`config.mk`:
```
export PLATFORM = sky130hd
export DESIGN_NAME = multimode_modulator_wb_slave
export DESIGN_NICKNAME = d
export VERILOG_FILES = /design/src/rtl/iqmod_pkg.sv /design/src/rtl/dds.sv /design/src/rtl/iqmod_startup_seq.sv /design/src/rtl/multimode_modulator_wb_slave.sv
export SDC_FILE = /design/constraint.sdc
export NUM_CORES = 2
export LEC_CHECK = 0
export ABC_AREA = 1
export BUFFER_PORTS_ARGS = -buffer_cell sky130_fd_sc_hd__buf_2
export CORE_MARGIN = 2
export CORE_UTILIZATION = 33
export DETAILED_ROUTE_END_ITERATION = 16
export GPL_ROUTABILITY_DRIVEN = 0
export PLACE_DENSITY = 0.58
export SETUP_SLACK_MARGIN = 0.5
export SLEW_MARGIN = 20
export SYNTH_ARGS = -nofsm -noshare
export SYNTH_HDL_FRONTEND = slang
export SYNTH_SLANG_ARGS = --single-unit
```
`constraint.sdc`:
```
create_clock -name i_clk -period 8.5 [get_ports i_clk]
set_clock_uncertainty 0.2 [all_clocks]
set_input_delay 1.7 -clock i_clk [delete_from_list [all_inputs] [get_ports i_clk]]
set_output_delay 1.7 -clock i_clk [all_outputs]
set_load 0.01 [all_outputs]
```
`src/rtl/iqmod_pkg.sv`:
```
// Shared constants for the IQ modulator: register map, mode encodings,
// DAC control word and register reset values.
package iqmod_pkg;

  localparam logic [2:0] AddrCenter = 3'd0;
  localparam logic [2:0] AddrModInc = 3'd1;
  localparam logic [2:0] AddrDev    = 3'd2;
  localparam logic [2:0] AddrMode   = 3'd3;
  localparam logic [2:0] AddrStep   = 3'd4;
  localparam logic [2:0] AddrSpan   = 3'd5;
  localparam logic [2:0] AddrStatus = 3'd6;
  localparam logic [2:0] AddrCommit = 3'd7;

  typedef enum logic [1:0] {
    ModeCw    = 2'd0,
    ModeFm    = 2'd1,
    ModeSweep = 2'd2,
    ModeRsvd  = 2'd3
  } mode_e;

  // {pd, dacen, ide, ren_b, g[3:0], 2'b00}
  localparam logic [9:0] DacCtrlWord = 10'b0100100000;

  localparam int unsigned StartWait   = 3;
  localparam int unsigned StartSettle = 5;

  localparam logic [31:0] RstCenter = 32'd59652324;
  localparam logic [31:0] RstModInc = 32'd596523;
  localparam logic [31:0] RstDev    = 32'd250;
  localparam mode_e       RstMode   = ModeFm;

endpackage

```
`src/rtl/dds.sv`:
```
// Phase-accumulator DDS with sine and quadrature (cosine) outputs; the waveform
// is a per-half-cycle parabola, odd-symmetric so the two halves mirror exactly.
module dds #(
  parameter int unsigned ACC_W   = 32,
  parameter int unsigned PHASE_W = 12,
  parameter int unsigned SINE_W  = 16
) (
  input  logic                     clk,
  input  logic                     rst_n,
  input  logic [ACC_W-2:0]         inc,
  output logic signed [SINE_W-1:0] sine,
  output logic signed [SINE_W-1:0] cosine
);

  localparam int unsigned HalfW = PHASE_W - 1;
  localparam int unsigned ProdW = 2 * HalfW;
  localparam int unsigned Shift = 2 * (PHASE_W - 2) - (SINE_W - 1);
  localparam logic [ProdW-1:0] AmpMax = ProdW'((2 ** (SINE_W - 1)) - 1);
  localparam logic [PHASE_W-1:0] Quarter = PHASE_W'(2 ** (PHASE_W - 2));

  function automatic logic signed [SINE_W-1:0] wave(input logic [PHASE_W-1:0] p);
    logic [ProdW-1:0] xe, ye, amp;
    logic signed [SINE_W-1:0] mag;
    xe  = ProdW'(p[HalfW-1:0]);
    ye  = (ProdW'(1) << HalfW) - xe;
    amp = (xe * ye) >> Shift;
    if (amp > AmpMax) amp = AmpMax;
    mag = $signed(amp[SINE_W-1:0]);
    return p[PHASE_W-1] ? -mag : mag;
  endfunction

  logic [ACC_W-1:0]   acc_q;
  logic [PHASE_W-1:0] phase;

  assign phase = acc_q[ACC_W-1 -: PHASE_W];

  always_ff @(posedge clk or negedge rst_n) begin
    if (!rst_n) begin
      acc_q  <= '0;
      sine   <= '0;
      cosine <= '0;
    end else begin
      acc_q  <= acc_q + {1'b0, inc};
      sine   <= wave(phase);
      cosine <= wave(phase + Quarter);
    end
  end

endmodule

```
`src/rtl/iqmod_startup_seq.sv`:
```
// Power-up sequencer: waits, strobes the DAC control word, lets it settle,
// then releases the datapath into RUN.
module iqmod_startup_seq
  import iqmod_pkg::*;
#(
  parameter int unsigned CW_HOLD = 7
) (
  input  logic clk,
  input  logic rst_n,
  output logic cw_b,
  output logic mux_sel,
  output logic run
);

  localparam logic [1:0] StWait   = 2'd0;
  localparam logic [1:0] StCtrl   = 2'd1;
  localparam logic [1:0] StSettle = 2'd2;
  localparam logic [1:0] StRun    = 2'd3;

  localparam logic [7:0] WaitLast   = 8'(StartWait - 1);
  localparam logic [7:0] CtrlLast   = 8'(CW_HOLD - 1);
  localparam logic [7:0] SettleLast = 8'(StartSettle - 1);

  logic [1:0] state_q, state_d;
  logic [7:0] cnt_q, cnt_d;

  always_comb begin
    state_d = state_q;
    cnt_d   = cnt_q + 8'd1;
    case (state_q)
      StWait: begin
        if (cnt_q == WaitLast) begin
          state_d = StCtrl;
          cnt_d   = '0;
        end
      end
      StCtrl: begin
        if (cnt_q == CtrlLast) begin
          state_d = StSettle;
          cnt_d   = '0;
        end
      end
      StSettle: begin
        if (cnt_q == SettleLast) begin
          state_d = StRun;
          cnt_d   = '0;
        end
      end
      default: cnt_d = cnt_q;
    endcase
  end

  always_ff @(posedge clk or negedge rst_n) begin
    if (!rst_n) begin
      state_q <= StWait;
      cnt_q   <= '0;
    end else begin
      state_q <= state_d;
      cnt_q   <= cnt_d;
    end
  end

  assign cw_b    = (state_q != StCtrl);
  assign mux_sel = (state_q == StCtrl) || (state_q == StSettle);
  assign run     = (state_q == StRun);

endmodule

```
`src/rtl/multimode_modulator_wb_slave.sv`:
```
// Wishbone-controlled IQ modulator (CW / FM / optional sweep) with shadow/active
// registers and explicit commit. Optional sweep built when IQMOD_SWEEP_EN is defined.
module multimode_modulator_wb_slave
  import iqmod_pkg::*;
#(
  parameter int unsigned SINE_W  = 16,
  parameter int unsigned PHASE_W = 12,
  parameter int unsigned ACC_W   = 32,
  parameter int unsigned DAC_W   = 10,
  parameter int unsigned DEV_W   = 17,
  parameter int unsigned CW_HOLD = 7
) (
  input  logic             i_clk,
  input  logic             i_reset_n,
  input  logic             i_wb_cyc,
  input  logic             i_wb_stb,
  input  logic             i_wb_we,
  input  logic [2:0]       i_wb_addr,
  input  logic [31:0]      i_wb_data,
  output logic             o_wb_ack,
  output logic             o_wb_stall,
  output logic [31:0]      o_wb_data,
  output logic [DAC_W-1:0] o_dac_a,
  output logic [DAC_W-1:0] o_dac_b,
  output logic             o_cw_b
);

  localparam int unsigned IW = ACC_W - 1;
  localparam int unsigned PW = DEV_W + SINE_W;
  localparam logic signed [PW-1:0] SatHi = PW'({(IW - 1){1'b1}});
  localparam logic signed [PW-1:0] SatLo = -SatHi;
  localparam logic [DAC_W-1:0] DacMid = {1'b1, {(DAC_W - 1){1'b0}}};

  logic cw_b, mux_sel, run;

  iqmod_startup_seq #(.CW_HOLD(CW_HOLD)) u_startup (
    .clk    (i_clk),
    .rst_n  (i_reset_n),
    .cw_b   (cw_b),
    .mux_sel(mux_sel),
    .run    (run)
  );

  logic xfer, wr, rd, commit;
  assign xfer   = i_wb_stb & run;
  assign wr     = xfer & i_wb_we;
  assign rd     = xfer & ~i_wb_we;
  assign commit = wr && (i_wb_addr == AddrCommit);

  logic [IW-1:0]           sh_center, sh_mod_inc, act_center, act_mod_inc;
  logic signed [DEV_W-1:0] sh_dev, act_dev;
  mode_e                   sh_mode, act_mode;
  logic                    pending_q, ack_q, sticky_q;
  logic [31:0]             rdata_q, rd_mux;

`ifdef IQMOD_SWEEP_EN
  logic [IW-1:0] sh_step, sh_span, act_step, act_span, sweep_acc_q;
  logic [IW:0]   sweep_sum;
  logic          sweep_wrap;
  assign sweep_sum  = {1'b0, sweep_acc_q} + {1'b0, act_step};
  assign sweep_wrap = sweep_sum > {1'b0, act_span};

  always_ff @(posedge i_clk or negedge i_reset_n) begin
    if (!i_reset_n) begin
      sh_step     <= '0;
      sh_span     <= '0;
      act_step    <= '0;
      act_span    <= '0;
      sweep_acc_q <= '0;
      sticky_q    <= 1'b0;
    end else begin
      if (wr && i_wb_addr == AddrStep) sh_step <= i_wb_data[IW-1:0];
      if (wr && i_wb_addr == AddrSpan) sh_span <= i_wb_data[IW-1:0];
      if (commit) begin
        act_step    <= sh_step;
        act_span    <= sh_span;
        sweep_acc_q <= '0;
      end else if (run && act_mode == ModeSweep) begin
        sweep_acc_q <= sweep_wrap ? '0 : sweep_sum[IW-1:0];
      end
      // A wrap in the same cycle as a STATUS read wins so no event is lost.
      if (run && !commit && act_mode == ModeSweep && sweep_wrap) sticky_q <= 1'b1;
      else if (rd && i_wb_addr == AddrStatus) sticky_q <= 1'b0;
    end
  end
`else
  assign sticky_q = 1'b0;
`endif

  always_ff @(posedge i_clk or negedge i_reset_n) begin
    if (!i_reset_n) begin
      sh_center   <= IW'(RstCenter);
      sh_mod_inc  <= IW'(RstModInc);
      sh_dev      <= DEV_W'(RstDev);
      sh_mode     <= RstMode;
      act_center  <= IW'(RstCenter);
      act_mod_inc <= IW'(RstModInc);
      act_dev     <= DEV_W'(RstDev);
      act_mode    <= RstMode;
      pending_q   <= 1'b0;
      ack_q       <= 1'b0;
      rdata_q     <= '0;
    end else begin
      ack_q   <= xfer;
      rdata_q <= rd ? rd_mux : '0;
      if (wr) begin
        case (i_wb_addr)
          AddrCenter: begin sh_center  <= i_wb_data[IW-1:0];       pending_q <= 1'b1; end
          AddrModInc: begin sh_mod_inc <= i_wb_data[IW-1:0];       pending_q <= 1'b1; end
          AddrDev:    begin sh_dev     <= i_wb_data[DEV_W-1:0];    pending_q <= 1'b1; end
          AddrMode:   begin sh_mode    <= mode_e'(i_wb_data[1:0]); pending_q <= 1'b1; end
`ifdef IQMOD_SWEEP_EN
          AddrStep, AddrSpan: pending_q <= 1'b1;
`endif
          default: ;
        endcase
      end
      if (commit) begin
        act_center  <= sh_center;
        act_mod_inc <= sh_mod_inc;
        act_dev     <= sh_dev;
        act_mode    <= sh_mode;
        pending_q   <= 1'b0;
      end
    end
  end

  always_comb begin
    rd_mux = '0;
    case (i_wb_addr)
      AddrCenter: rd_mux = 32'(sh_center);
      AddrModInc: rd_mux = 32'(sh_mod_inc);
      AddrDev:    rd_mux = 32'(sh_dev);
      AddrMode:   rd_mux = 32'(sh_mode);
`ifdef IQMOD_SWEEP_EN
      AddrStep:   rd_mux = 32'(sh_step);
      AddrSpan:   rd_mux = 32'(sh_span);
`endif
      AddrStatus: rd_mux = {29'b0, pending_q, run, sticky_q};
      default:    rd_mux = '0;
    endcase
  end

  logic signed [SINE_W-1:0] mod_sin, mod_cos, carrier_sin, carrier_cos;
  logic signed [PW-1:0]     prod;
  logic signed [IW-1:0]     fm_off, off_d, offset_q;
  logic [IW-1:0]            carrier_inc_q;

  always_comb begin
    prod = act_dev * mod_sin;
    if (prod > SatHi)      fm_off = SatHi[IW-1:0];
    else if (prod < SatLo) fm_off = SatLo[IW-1:0];
    else                   fm_off = prod[IW-1:0];
    off_d = '0;
    if (act_mode == ModeFm) off_d = fm_off;
`ifdef IQMOD_SWEEP_EN
    if (act_mode == ModeSweep && act_span != '0) off_d = sweep_acc_q;
`endif
  end

  logic [DAC_W-1:0] dac_a_q, dac_b_q;

  always_ff @(posedge i_clk or negedge i_reset_n) begin
    if (!i_reset_n) begin
      offset_q      <= '0;
      carrier_inc_q <= IW'(RstCenter);
      dac_a_q       <= DacMid;
      dac_b_q       <= DacMid;
    end else begin
      offset_q      <= off_d;
      carrier_inc_q <= act_center + $unsigned(offset_q);
      // Offset-binary: flip the sign bit and keep the top DAC_W bits.
      dac_a_q <= {~carrier_sin[SINE_W-1], carrier_sin[SINE_W-2 -: DAC_W-1]};
      dac_b_q <= {~carrier_cos[SINE_W-1], carrier_cos[SINE_W-2 -: DAC_W-1]};
    end
  end

  dds #(.ACC_W(ACC_W), .PHASE_W(PHASE_W), .SINE_W(SINE_W)) u_dds_mod (
    .clk   (i_clk),
    .rst_n (i_reset_n),
    .inc   (act_mod_inc),
    .sine  (mod_sin),
    .cosine(mod_cos)
  );

  dds #(.ACC_W(ACC_W), .PHASE_W(PHASE_W), .SINE_W(SINE_W)) u_dds_carrier (
    .clk   (i_clk),
    .rst_n (i_reset_n),
    .inc   (carrier_inc_q),
    .sine  (carrier_sin),
    .cosine(carrier_cos)
  );

  logic unused_bits;
  assign unused_bits = ^{i_wb_cyc, i_wb_data[31], mod_cos,
                         carrier_sin[SINE_W-DAC_W-1:0], carrier_cos[SINE_W-DAC_W-1:0]};

  assign o_wb_ack   = ack_q;
  assign o_wb_stall = ~run;
  assign o_wb_data  = rdata_q;
  assign o_cw_b     = cw_b;
  assign o_dac_a    = mux_sel ? DAC_W'(DacCtrlWord) : (run ? dac_a_q : DacMid);
  assign o_dac_b    = run ? dac_b_q : DacMid;

endmodule

```
**After elaboration in Yosys (flattened, before gate mapping)**

Index checks and enable logic that the tools add are counted.

- $add $sub $neg: 11
- Multipliers: 4
- Order comparisons: 5
- Eq/ne operators: 16
- Mux-type cells: 25
- Bitwise gates (word level): 7
- Reduce and logical (&&, ||, !) cells: 14

Operators with widths:

| operator | number |
|---|---|
| case mux 32 bit (5 select lines) | 1 |
| two-way mux 16 bit | 6 |
| two-way mux 31 bit | 3 |
| multiplier 11 x 22 -> 22 bit | 3 |
| adder 32 x 31 -> 32 bit | 2 |
| > comparator 17 x 15 -> 1 bit, second input constant | 3 |
| negator 16 bit | 3 |
| subtractor 12 x 11 -> 13 bit, first input constant | 3 |
| > comparator 33 x 31 -> 1 bit, second input constant | 1 |
| less-than comparator 33 x 31 -> 1 bit, second input constant | 1 |
| multiplier 17 x 16 -> 33 bit | 1 |
| two-way mux 32 bit | 1 |
| adder 31 bit | 1 |
| two-way mux 10 bit | 3 |
| two-way mux 8 bit | 3 |
| case mux 8 bit (3 select lines) | 1 |
| equality test 8 x 3 -> 1 bit, second input constant | 2 |
| adder 12 x 11 -> 12 bit, second input constant | 1 |
| AND reduction 2 bit | 5 |
| adder 8 x 1 -> 8 bit, second input constant | 1 |
| equality test 8 x 2 -> 1 bit, second input constant | 1 |
| inequality test 2 x 1 -> 1 bit, second input constant | 4 |
| equality test 3 x 2 -> 1 bit, second input constant | 2 |
| equality test 3 bit, second input constant | 2 |
| 16 further kinds | 28 |

- Flip-flop bits (word level): 400
- Input bits: 40
- Output and inout port bits: 55
- Word-level logic and storage cells: 104

**Depth between registers and ports, before layout**

- Word-level depth: 7
- Mapped depth: 41
- Mapped depth without buffers: 41

**By module**

From an unflattened synthesis, not the netlist that was laid out.

- Cell total of the unflattened synthesis: 6146
- Area, all modules: 47630.7 um^2

By module, submodules not included:

| module | instances | cells each | area an instance (um^2) | sequential area each (um^2) |
|---|---|---|---|---|
| multimode_modulator_wb_slave | 1 | 2924 | 23625.2 | 7048.0 |
| dds (u_dds_mod) | 1 | 1560 | 11612.4 | 1601.5 |
| dds (u_dds_carrier) | 1 | 1549 | 11594.9 | 1601.5 |
| iqmod_startup_seq | 1 | 113 | 798.3 | 250.2 |

**Worst setup path after synthesis**

Ideal clock, no wire load.

- Path kind: reg2reg
- Start point: reg u_dds_mod.sine[5]
- End point: reg offset_q[25]
- Library setup time: 130 ps
- Data arrival time: 6529 ps
- Data required time: 8170 ps
- Path slack: 1641 ps
- Stages on the path, launching flop included: 30
- Buffers on the path: 3
- Period minus slack after synthesis: 6859 ps
- Cells stage by stage: dfrtp_1 > clkbuf_1 > clkbuf_1 > nand2_1 > fa_1 > inv_1 > fa_1 > fa_1 > fa_1 > inv_1 > fa_1 > fa_1 > inv_1 > ha_1 > inv_1 > nor3_1 > nand2_1 > inv_1 > nand3_2 > nand3_1 > nand2_1 > nand2_1 > nor2_4 > a21oi_2 > nand2_1 > nor2_1 > nand3_2 > buf_6 > nand3_1 > nand2_1

- Longest elaborated chain between the ends: 5
- Elaborated cells on any way between the ends: 6
- Classes of those cells: mul: 1; order compare: 2; mux: 3

Ends and longest elaborated chain:

| what | line | text |
|---|---|---|
| start, declared | dds.sv:11 | `output logic signed [SINE_W-1:0] sine,` |
| start signal, assigned | dds.sv:44 | `sine <= wave(phase);` |
| multiplier 17 x 16 -> 33 bit * | multimode_modulator_wb_slave.sv:150 | `prod = act_dev * mod_sin;` |
| less-than comparator 33 x 31 -> 1 bit | multimode_modulator_wb_slave.sv:152 | `else if (prod < SatLo) fm_off = SatLo[IW-1:0];` |
| two-way mux 31 bit | multimode_modulator_wb_slave.sv:152 |  |
| two-way mux 31 bit * | multimode_modulator_wb_slave.sv:151 | `if (prod > SatHi) fm_off = SatHi[IW-1:0];` |
| two-way mux 31 bit * | multimode_modulator_wb_slave.sv:155 | `if (act_mode == ModeFm) off_d = fm_off;` |
| named net off_d[25] | multimode_modulator_wb_slave.sv:146 | `logic signed [IW-1:0] fm_off, off_d, offset_q;` |
| end signal, assigned | multimode_modulator_wb_slave.sv:165 | `offset_q <= '0;` |
| end signal, assigned | multimode_modulator_wb_slave.sv:170 | `offset_q <= off_d;` |
| end, declared | multimode_modulator_wb_slave.sv:146 |  |

Mark *: on every way through the listed nets, which the timed path passes. The rest lies on a longest branch.
A chain may end at the register's enable or synchronous reset.

**Final worst setup path**

- Start point: reg u_dds_carrier.acc_q[25]
- End point: reg u_dds_carrier.sine[12]

- Longest elaborated chain between the ends: 6

Ends and longest elaborated chain:

| what | line | text |
|---|---|---|
| start, declared | dds.sv:32 | `logic [ACC_W-1:0] acc_q;` |
| start signal, assigned | dds.sv:43 | `acc_q <= acc_q + {1'b0, inc};` |
| subtractor 12 x 11 -> 13 bit | dds.sv:25 | `ye = (ProdW'(1) << HalfW) - xe;` |
| multiplier 11 x 22 -> 22 bit * | dds.sv:26 | `amp = (xe * ye) >> Shift;` |
| > comparator 17 x 15 -> 1 bit | dds.sv:27 | `if (amp > AmpMax) amp = AmpMax;` |
| two-way mux 16 bit * | dds.sv:27 |  |
| negator 16 bit | dds.sv:29 | `return p[PHASE_W-1] ? -mag : mag;` |
| two-way mux 16 bit * | dds.sv:29 |  |
| end signal, assigned | dds.sv:44 |  |
| end, declared | dds.sv:11 |  |

Every way passes the cells marked *; elsewhere a longest branch is shown, timed or not.

==> flow_summary.ini <==
[layout]
layout.area.seq_um2 = 9810
final_common_cell = inv_1
final_area_um2 = 46200
final_cell_mix = 1,307 x inv_1, 1,279 x nand2_1, 490 x fa_1
drive_above_1_share_pct = 6.41
multi_input_area_um2 = 27000
n_fill_cell = 13307
fin_nets = 6337
syn_to_final_growth_pct = 9.60
final_util_pct = 36.3
diodes = 0

[synthesis]
seq_area_frac_synth_pct = 23.3
synthAdderAreaFrac_pct = 34.1
syn_area_per_cell_um2 = 7.85
synthArstFlopShare_pct = 100
synth_xor_area_share_pct = 3.59
netlist_instances = 5370
synth_compound_area_share_pct = 6.90
synthMuxAreaShare_pct = 0
syn_area_um2 = 42100
yosysWarningCount = 0
ys_seq_elements = 388
ys.flop_type = dfrtp_1
synth.distinct_cells = 51
synth_edf_count = 0
yosys.area_share.simple_pct = 19.0
synth_top_family_by_area = adder cells

[global_routing]
track_usage_pct = 17.1
gr-total-overflow = 0
antenna_found_initial = 3
grt_pass1_wl_um = 180000
grt_max_degree = 159
grt_pass1_vias = 34156

[clock_network]
htree_levels = 2
cts-root-buf = clkbuf_16
postCtsHoldBufs = 0
cts_sinks = 388
numCtsBuffers = 45
cts.path.max_buffers = 3
cts.clk_slew.worst_paths_ps = 70
clk_latency_ps = 610
cts_tree = done

[worst_setup_path]
cpPeakStageDelay_ps = 590
worstPathMaxFanout = 9
path_class = reg2reg
critPathMostFrequentCell = nand2_1
setup.worst_path.start_class = flip-flop
required_ps = 8790
crit_slowest_cell = dfrtp_1
critical_path.endpoint_type = flip-flop
worstPathArrival_ps = 7850

[routing]
via_count = 33251
antenna_left = 0
routed_via_density = 4.66
wl_um = 109000
wl_per_cell_um = 15.3
drt-initial-drc-count = 1997
first_pass_iters = 6
route.detailed.drc = 0

[sta]
hold_viol_final = 0
period_minus_slack_ps = 7560
tns_ps = 0
maxSlewViolCount = 0
max_freq_ghz = 0.132
tightest_slew_ps = 1020
min_period_over_period_pct = 89.0
rsz0062_at_grt = false
setup_viol = 0
relSlewSlack_pct = 32.2

[floorplanning]
initial_core_util_pct = 33.1
io_pins = 95
die_h_um = 361
die_w_um = 361
die_area_um2 = 131000
num_rows = 131
fp.coreArea_um2 = 127000

[job]
max_cap_viol_count = 0

[placed_design]
port_buffers = 92
hpwlAfterDp_um = 88900
place_area_um2 = 44600

[min_path]
hp-class = reg2reg

[run_status]
status = finished, final reports clean
## layout make-up
type | count | area share [%]
clock buffers | 63 | 2.71
clock inverters | 21 | 0.593
inverters | 1324 | 10.8
multi-input cells | 3548 | 58.4
flip-flops and latches | 388 | 21.2
well taps | 1662 | 4.50
repair buffers | 135 | 1.74
## worst max-delay path, delay by kind of cell, from the launching register on
| family | cells | cell delay [ps] |
|---|---|---|
| fa+ha+maj | 7 | 3470 |
| compound gates | 3 | 580 |
| flops | 1 | 590 |
| simple gates | 12 | 1550 |
| xor+xnor | 1 | 150 |
| buf+inv | 6 | 920 |
## state kept, by name, indices dropped and copies added (netlist names), 16 cells and up
name and count:
o_wb_data 32, u_dds_carrier.acc_q 32, u_dds_mod.acc_q 32, act_center 31, act_mod_inc 31, carrier_inc_q 31
offset_q 31, sh_center 31, sh_mod_inc 31, act_dev 17, sh_dev 17, u_dds_mod.sine 16
## path summary, 6_finish.rpt
check	start	end	slack, ps	cells past startpoint
max	u_dds_carrier.acc_q[25]	u_dds_carrier.sine[12]	940	29
min	u_dds_carrier.sine[14]	dac_a_q[8]	150	0
max reg2reg	u_dds_carrier.acc_q[25]	u_dds_carrier.sine[12]	940	29
min reg2reg	u_dds_carrier.sine[14]	dac_a_q[8]	150	0
max in group asynchronous	i_reset_n	act_dev[16]	5800	2
min in group asynchronous	i_reset_n	u_dds_carrier.acc_q[24]	890	1
## layer usage
metal  up-vias  GRT usage, %  share of wire, %
li1      16232             -                 -
met1     16110          22.7                45
met2       735          29.6                48
met3       174          1.77               4.3
met4         0          4.40               2.8
met5         -             0                 0
## cell families (layout without fill, tap and decap cells)
logic type,after synthesis,count (layout)
buf+inv,1462,1543
compound gates,525,525
flops,388,388
fa+ha+maj,855,855
other cells,2,30
simple gates,1965,1965
xor+xnor,173,173
## metrics by stage
stage | instances | hold slack, ps | setup WS (ps)
after floorplan | 5398 | 131 | 1640
after detailed placement | 7056 | 135 | 652
final | 7141 | 146 | 936
after global routing | 7141 | 154 | 510
after global placement | 7056 | 133 | 707
after CTS | 7140 | 148 | 607
## cells in the mapped netlist (14+ instances only)
cell type / instances / share of area (%)
inv_1: 1309 / 12
nand2_1: 1282 / 11
fa_1: 490 / 23
ha_1: 365 / 11
nor2_1: 360 / 3.2
dfrtp_1: 315 / 19
o21ai_0: 239 / 2.8
a21oi_1: 172 / 2.0
nand3_1: 158 / 1.9
clkbuf_1: 133 / 1.2
xor2_1: 108 / 2.2
dfstp_2: 73 / 4.6
xnor2_1: 65 / 1.4
nand4_1: 52 / 0.77
nor3_1: 35 / 0.42
o221ai_1: 22 / 0.46
o21bai_1: 16 / 0.28
a21o_1: 14 / 0.25
## timing repair
action,in CTS,in global routing
gates resized for setup,0,15
buffers inserted,0,1
setup endpoints to repair,0,43
Power is left out: the tool's default activity adds up to more than one toggle a clock period on the data nets, which glitch-free logic cannot reach.
